<file path="src/rtl/downsizing_pkg.sv">
// downsizing_pkg: shared types and defaults for the 2W -> W downsizer.
package downsizing_pkg;

  localparam int unsigned DOWNSIZING_W_DEFAULT = 40;

  // State of the main register: which half (if any) is on the output.
  typedef enum logic [1:0] {
    EMPTY = 2'd0,
    UPPER = 2'd1,
    LOWER = 2'd2
  } state_e;

endpackage

</file>
<file path="src/rtl/downsizing_if.sv">
// downsizing_if: stream bundle for the downsizer (2W-bit input, W-bit output).
// Optional in_tpartial exists only when DOWNSIZING_PARTIAL_EN is defined.
interface downsizing_if #(
  parameter int unsigned W = downsizing_pkg::DOWNSIZING_W_DEFAULT
);
  logic [2*W-1:0] in_tdata;
  logic           in_tvalid;
  logic           in_tready;
`ifdef DOWNSIZING_PARTIAL_EN
  logic           in_tpartial;
`endif
  logic [W-1:0]   out_tdata;
  logic           out_tvalid;
  logic           out_tready;

  // Upstream/downstream environment view.
  modport master (
    output in_tdata,
    output in_tvalid,
`ifdef DOWNSIZING_PARTIAL_EN
    output in_tpartial,
`endif
    input  in_tready,
    input  out_tdata,
    input  out_tvalid,
    output out_tready
  );

  // Downsizer view.
  modport slave (
    input  in_tdata,
    input  in_tvalid,
`ifdef DOWNSIZING_PARTIAL_EN
    input  in_tpartial,
`endif
    output in_tready,
    output out_tdata,
    output out_tvalid,
    input  out_tready
  );

endinterface

</file>
<file path="src/rtl/downsizing_skid.sv">
// downsizing_skid: one-entry holding buffer with a registered ready.
// ready_o is high exactly when the entry will be empty after this edge.
module downsizing_skid #(
  parameter int unsigned DW = 80
) (
  input  logic          clk,
  input  logic          rst,
  input  logic          push_i,
  input  logic [DW-1:0] data_i,
  input  logic          pop_i,
  output logic [DW-1:0] data_o,
  output logic          valid_o,
  output logic          ready_o
);

  logic [DW-1:0] data_q, data_d;
  logic          valid_q, valid_d;
  logic          ready_q;

  // Next entry contents: pop clears, push loads (never both while full).
  always_comb begin
    data_d  = data_q;
    valid_d = valid_q;
    if (pop_i) begin
      valid_d = 1'b0;
    end
    if (push_i) begin
      data_d  = data_i;
      valid_d = 1'b1;
    end
  end

  // Entry registers; ready is held low through the reset cycle.
  always_ff @(posedge clk) begin
    if (rst) begin
      data_q  <= '0;
      valid_q <= 1'b0;
      ready_q <= 1'b0;
    end else begin
      data_q  <= data_d;
      valid_q <= valid_d;
      ready_q <= ~valid_d;
    end
  end

  assign data_o  = data_q;
  assign valid_o = valid_q;
  assign ready_o = ready_q;

endmodule

</file>
<file path="src/rtl/downsizing.sv">
// downsizing: splits each 2W-bit input word into two W-bit output words,
// upper half first. A one-entry skid keeps in_tready registered.
// Optional: DOWNSIZING_PARTIAL_EN adds in_tpartial (emit upper half only).
module downsizing
  import downsizing_pkg::*;
#(
  parameter int unsigned W = DOWNSIZING_W_DEFAULT
) (
  input logic         clk,
  input logic         rst,
  downsizing_if.slave bus
);

`ifdef DOWNSIZING_PARTIAL_EN
  localparam int unsigned DW = 2*W + 1;
`else
  localparam int unsigned DW = 2*W;
`endif

  state_e        state_q, state_d;
  logic [DW-1:0] main_q, main_d;
  logic [DW-1:0] in_word, skid_data;
  logic          skid_valid, skid_ready, skid_push, skid_pop;
  logic          accept, out_hs, main_partial, exit_pair, main_free;
  logic          lower_bits;

`ifdef DOWNSIZING_PARTIAL_EN
  assign in_word      = {bus.in_tpartial, bus.in_tdata};
  assign main_partial = main_q[DW-1];
`else
  assign in_word      = bus.in_tdata;
  assign main_partial = 1'b0;
`endif

  assign accept     = bus.in_tvalid & skid_ready;
  assign out_hs     = bus.out_tvalid & bus.out_tready;
  // Last half of the current word leaves this cycle.
  assign exit_pair  = out_hs & ((state_q == LOWER) | ((state_q == UPPER) & main_partial));
  // Main can take the incoming word directly (no bubble on LOWER exit).
  assign main_free  = (state_q == EMPTY) | (exit_pair & ~skid_valid);
  assign skid_push  = accept & ~main_free;
  assign skid_pop   = exit_pair & skid_valid;
  assign lower_bits = (state_q == LOWER);

  downsizing_skid #(.DW(DW)) u_skid (
    .clk     (clk),
    .rst     (rst),
    .push_i  (skid_push),
    .data_i  (in_word),
    .pop_i   (skid_pop),
    .data_o  (skid_data),
    .valid_o (skid_valid),
    .ready_o (skid_ready)
  );

  assign bus.in_tready = skid_ready;

  // Next state and main-register load selection.
  always_comb begin
    state_d = state_q;
    main_d  = main_q;
    case (state_q)
      EMPTY: begin
        if (accept) begin
          main_d  = in_word;
          state_d = UPPER;
        end
      end
      UPPER, LOWER: begin
        if (exit_pair) begin
          if (skid_valid) begin
            main_d  = skid_data;
            state_d = UPPER;
          end else if (accept) begin
            main_d  = in_word;
            state_d = UPPER;
          end else begin
            state_d = EMPTY;
          end
        end else if (out_hs) begin
          state_d = LOWER;
        end
      end
      default: state_d = EMPTY;
    endcase
  end

  // State and main data registers.
  always_ff @(posedge clk) begin
    if (rst) begin
      state_q <= EMPTY;
      main_q  <= '0;
    end else begin
      state_q <= state_d;
      main_q  <= main_d;
    end
  end

  // Output half select; zero when nothing is held.
  always_comb begin
    bus.out_tdata = '0;
    if (state_q != EMPTY) begin
      bus.out_tdata = lower_bits ? main_q[W-1:0] : main_q[2*W-1:W];
    end
  end

  assign bus.out_tvalid = (state_q != EMPTY);

endmodule

</file>
<file path="src/flat_wrapper.sv">
// flat-port wrapper written by rule: the top's interface ports become plain ports
module downsizing_flat import downsizing_pkg::*;
#(
  parameter int unsigned W = DOWNSIZING_W_DEFAULT
)
  (clk, rst, bus_in_tdata, bus_in_tvalid, bus_in_tready, bus_out_tdata, bus_out_tvalid, bus_out_tready);
  downsizing_if #(.W(W)) bus_i ();
  input logic clk;
  input logic rst;
  input wire logic [$bits(bus_i.in_tdata)-1:0] bus_in_tdata;
  input wire logic [$bits(bus_i.in_tvalid)-1:0] bus_in_tvalid;
  output wire logic [$bits(bus_i.in_tready)-1:0] bus_in_tready;
  output wire logic [$bits(bus_i.out_tdata)-1:0] bus_out_tdata;
  output wire logic [$bits(bus_i.out_tvalid)-1:0] bus_out_tvalid;
  input wire logic [$bits(bus_i.out_tready)-1:0] bus_out_tready;
  assign bus_i.in_tdata = bus_in_tdata;
  assign bus_i.in_tvalid = bus_in_tvalid;
  assign bus_in_tready = bus_i.in_tready;
  assign bus_out_tdata = bus_i.out_tdata;
  assign bus_out_tvalid = bus_i.out_tvalid;
  assign bus_i.out_tready = bus_out_tready;
  downsizing #(.W(W)) u_core (.clk(clk), .rst(rst), .bus(bus_i));
endmodule
</file>
<file path="config.mk">
export PLATFORM = sky130hd
export DESIGN_NAME = downsizing_flat
export DESIGN_NICKNAME = d
export VERILOG_FILES = /design/src/rtl/downsizing_pkg.sv /design/src/rtl/downsizing_if.sv /design/src/rtl/downsizing_skid.sv /design/src/rtl/downsizing.sv /design/src/flat_wrapper.sv
export SDC_FILE = /design/constraint.sdc
export NUM_CORES = 1
export LEC_CHECK = 0
export BUFFER_PORTS_ARGS = -buffer_cell sky130_fd_sc_hd__buf_2
export CAP_MARGIN = 40
export CORE_MARGIN = 4
export CORE_UTILIZATION = 45
export CTS_CLUSTER_SIZE = 30
export DETAILED_ROUTE_END_ITERATION = 10
export GPL_TIMING_DRIVEN = 1
export PLACE_DENSITY = 0.72
export REMOVE_ABC_BUFFERS = 1
export SYNTH_ARGS = -nofsm -noshare
export SYNTH_HDL_FRONTEND = slang
export SYNTH_SLANG_ARGS = --single-unit
</file>
<file path="constraint.sdc">
create_clock -name clk -period 2.07 [get_ports clk]
set_input_delay 0.3105 -clock clk [delete_from_list [all_inputs] [get_ports clk]]
set_output_delay 0.3105 -clock clk [all_outputs]
set_load 0.05 [all_outputs]
</file>
==> metrics.txt <==
Synth Cell Area 8410 sq um; H-tree levels 4; crit path time final between 2 and 2.5 ns; WS Path Type flop to output port; Worst-Margin Slew 0.475 ns; final hold violations 0; non-filler instance count after layout approximately 1300; final RePlAce weighted congestion 0.746; Final Setup Violations 0; Pre-antenna DRT Iters 4; DR DRC count 0; post-synthesis register bit count between 150 and 200; fin worst setup slack approximately 0.046 ns; total congestion overflow 0; clk root buf clkbuf_16; area occupied by registers 3290 sq um; Max-cap violations 0; critical path required time 1.76 ns; Syn Area/Cell approximately 8.1 sq um; Die Footprint around 21000 sq um; drt total wl 21.7 mm; multi-input combinational cell area between 4000 and 5000 sq um; ant diodes 0; Post-Syn Instances 1034; Post-DP HPWL 13.0 mm; CTS tree yes; Final Slew Violations 0; P per Cell Area 1090 nW/um^2; sequential area share after synthesis between 30% and 40%; I/O pins 126; Max Freq around 0.49 GHz; CP Launch Type flop; Worst-Skew Late Latency roughly 0.42 ns; post-placement cell count 1297; HP Class input port to flop; fillers 1710; worst slew margin relative to its limit about two thirds; vias in the first global route 7156; Clock Tree Buf Depth 2; Vias/cell 5.66; status finished clean; Setup WS pre-CTS 0.174 ns; Clock Skew 0.0102 ns; Util after Layout between 50 and 60%; clock-pin slew on the worst setup and hold paths 0.06 ns; initial antenna violation count 0; Power Total 10.8 mW; antenna viol nets, final 0; maximum vdd drop between 0.6 and 0.7 mV; Starting Density 46.4%; final setup TNS 0 ns; P&R area growth vs syn 18.2%; Critical Path Fanout Max 11; RSZ-0062 raised after global routing yes; Die Ht 145 um; post-DR wirelength/cell 16.3 um; Leak Pwr 4.26 nW; Synth cell types 35; synth warn 0; Sink Count approximately 160; die width 145 um; Initial DRC Count roughly 420; critical path arrival 1.71 ns; fin crit share 97.8%; # port buffers 125; CP endpoint kind output port; Post-CTS Hold Fix Bufs 0; global-route usage over all layers 20.9%; via count around 7500; pin count of the biggest net entering global routing 117; core area 18100 sq um; first-pass GRT wire length 35.3 mm; row count 49; share of cells above drive strength 1 18.1%; nets 1176; TritonCTS Buffers 17
## final cells by class
class | instances | area share (%)
clock buffers | 25 | 5.20
well taps | 229 | 2.88
inverters | 6 | 0.277
repair buffers | 152 | 11.0
flip-flops and latches | 164 | 33.1
clock inverters | 7 | 0.692
multi-input cells | 748 | 46.8
## final timing paths
path	cells past startpoint	endpoint	slack, ns	from
min	3	u_core.u_skid.data_o[79]	0.14	bus_in_tdata[79]
max	6	bus_out_tdata[9]	0.05	u_core.state_q[0]
max reg2reg	6	u_core.main_q[63]	0.19	u_core.state_q[1]
min reg2reg	2	u_core.main_q[36]	0.46	u_core.main_q[36]
## repair_timing
action	4_1_cts	5_1_grt
gates resized for setup	22	25
endpoints found under the setup margin	37	36
setup buffers	2	0
pin swaps	2	0
## registers in the layout (all words and copies together), names as in the netlist
register and cells:
u_core.u_skid.valid_o 1, u_core.state_q 2, u_core.main_q 80, u_core.u_skid.data_o 80, u_core.u_skid.ready_o 1
## power by group
group,switching (mW),internal (mW)
clock,1.25,1.85
combinational,2.43,1.36
sequential,0.275,3.65
total,3.96,6.87
## layer usage
metal  GRT usage, %  share of wire, %  vias up
li1               -                 -     3755
met1           27.1                46     3567
met2           35.5                48      190
met3           3.52               4.1       24
met4           6.82               1.2        0
met5              0                 0        -
## Yosys cell counts
master | instances | share of area, %
o21ai_0 | 136 | 8.1
buf_6 | 8 | 1.1
o21ai_1 | 24 | 1.4
a2111oi_0 | 1 | 0.10
inv_2 | 1 | 0.045
a2bb2oi_1 | 1 | 0.10
and3b_1 | 3 | 0.31
nand2_1 | 82 | 3.7
clkbuf_1 | 88 | 3.9
mux2i_1 | 120 | 14
a21o_1 | 1 | 0.089
buf_1 | 3 | 0.13
o311ai_0 | 1 | 0.10
dfxtp_1 | 164 | 39
buf_2 | 11 | 0.65
nand4b_1 | 1 | 0.10
a22o_1 | 1 | 0.10
a21boi_0 | 80 | 7.1
o31a_1 | 1 | 0.10
nor2b_1 | 1 | 0.074
clkbuf_2 | 4 | 0.24
ha_1 | 3 | 0.45
o21a_1 | 1 | 0.089
buf_4 | 2 | 0.18
a2111o_1 | 1 | 0.13
nand3b_1 | 3 | 0.27
and2_1 | 2 | 0.15
a21oi_1 | 80 | 4.8
inv_1 | 5 | 0.22
nand2b_1 | 3 | 0.22
nor2_1 | 41 | 1.8
and3_1 | 79 | 5.9
a41oi_1 | 1 | 0.10
a221oi_2 | 1 | 0.18
nand3_1 | 80 | 4.8
## layout by cell type, fill, tap and decap left out, drive strengths merged
| cell type | instances |
|---|---|
| a2bb2oi | 1 |
| a41oi | 1 |
| a21oi | 80 |
| a21o | 1 |
| ha | 3 |
| buf | 150 |
| inv | 6 |
| o311ai | 1 |
| and2 | 2 |
| nand4b | 1 |
| a2111oi | 1 |
| o21ai | 160 |
| o21a | 1 |
| clkinv | 4 |
| nand2 | 82 |
| nand2b | 3 |
| o31a | 1 |
| and3b | 3 |
| a2111o | 1 |
| clkinvlp | 2 |
| nand3b | 3 |
| a21boi | 80 |
| a221oi | 1 |
| mux2i | 120 |
| nand3 | 80 |
| and3 | 79 |
| dfxtp | 164 |
| nor2 | 41 |
| clkbuf | 27 |
| nor2b | 1 |
| a22o | 1 |
| bufinv | 1 |
## critical path, cell delays in order, from the launching register on
cell and delay, ns:
dfxtp_2 0.34, inv_4 0.07, ha_4 0.21, buf_12 0.18, mux2i_2 0.24, nor2_1 0.06, buf_4 0.19
## metrics by stage
stage	hold slack (ns)	instance area (sq um)
floorplan	0.377	7890
global placement	0.444	9220
detailed placement	0.452	9220
CTS	0.124	9880
global route	0.139	9950
finish	0.138	9950
## kinds of logic after synthesis
group | after synthesis | share of synthesized area, %
mux | 120 | 14.3
buf+inv | 122 | 6.47
compound gates | 330 | 22.5
fa+ha+maj | 3 | 0.446
flops | 164 | 39.0
simple gates | 295 | 17.3
Note: power is estimated with default switching activity, not from simulation.
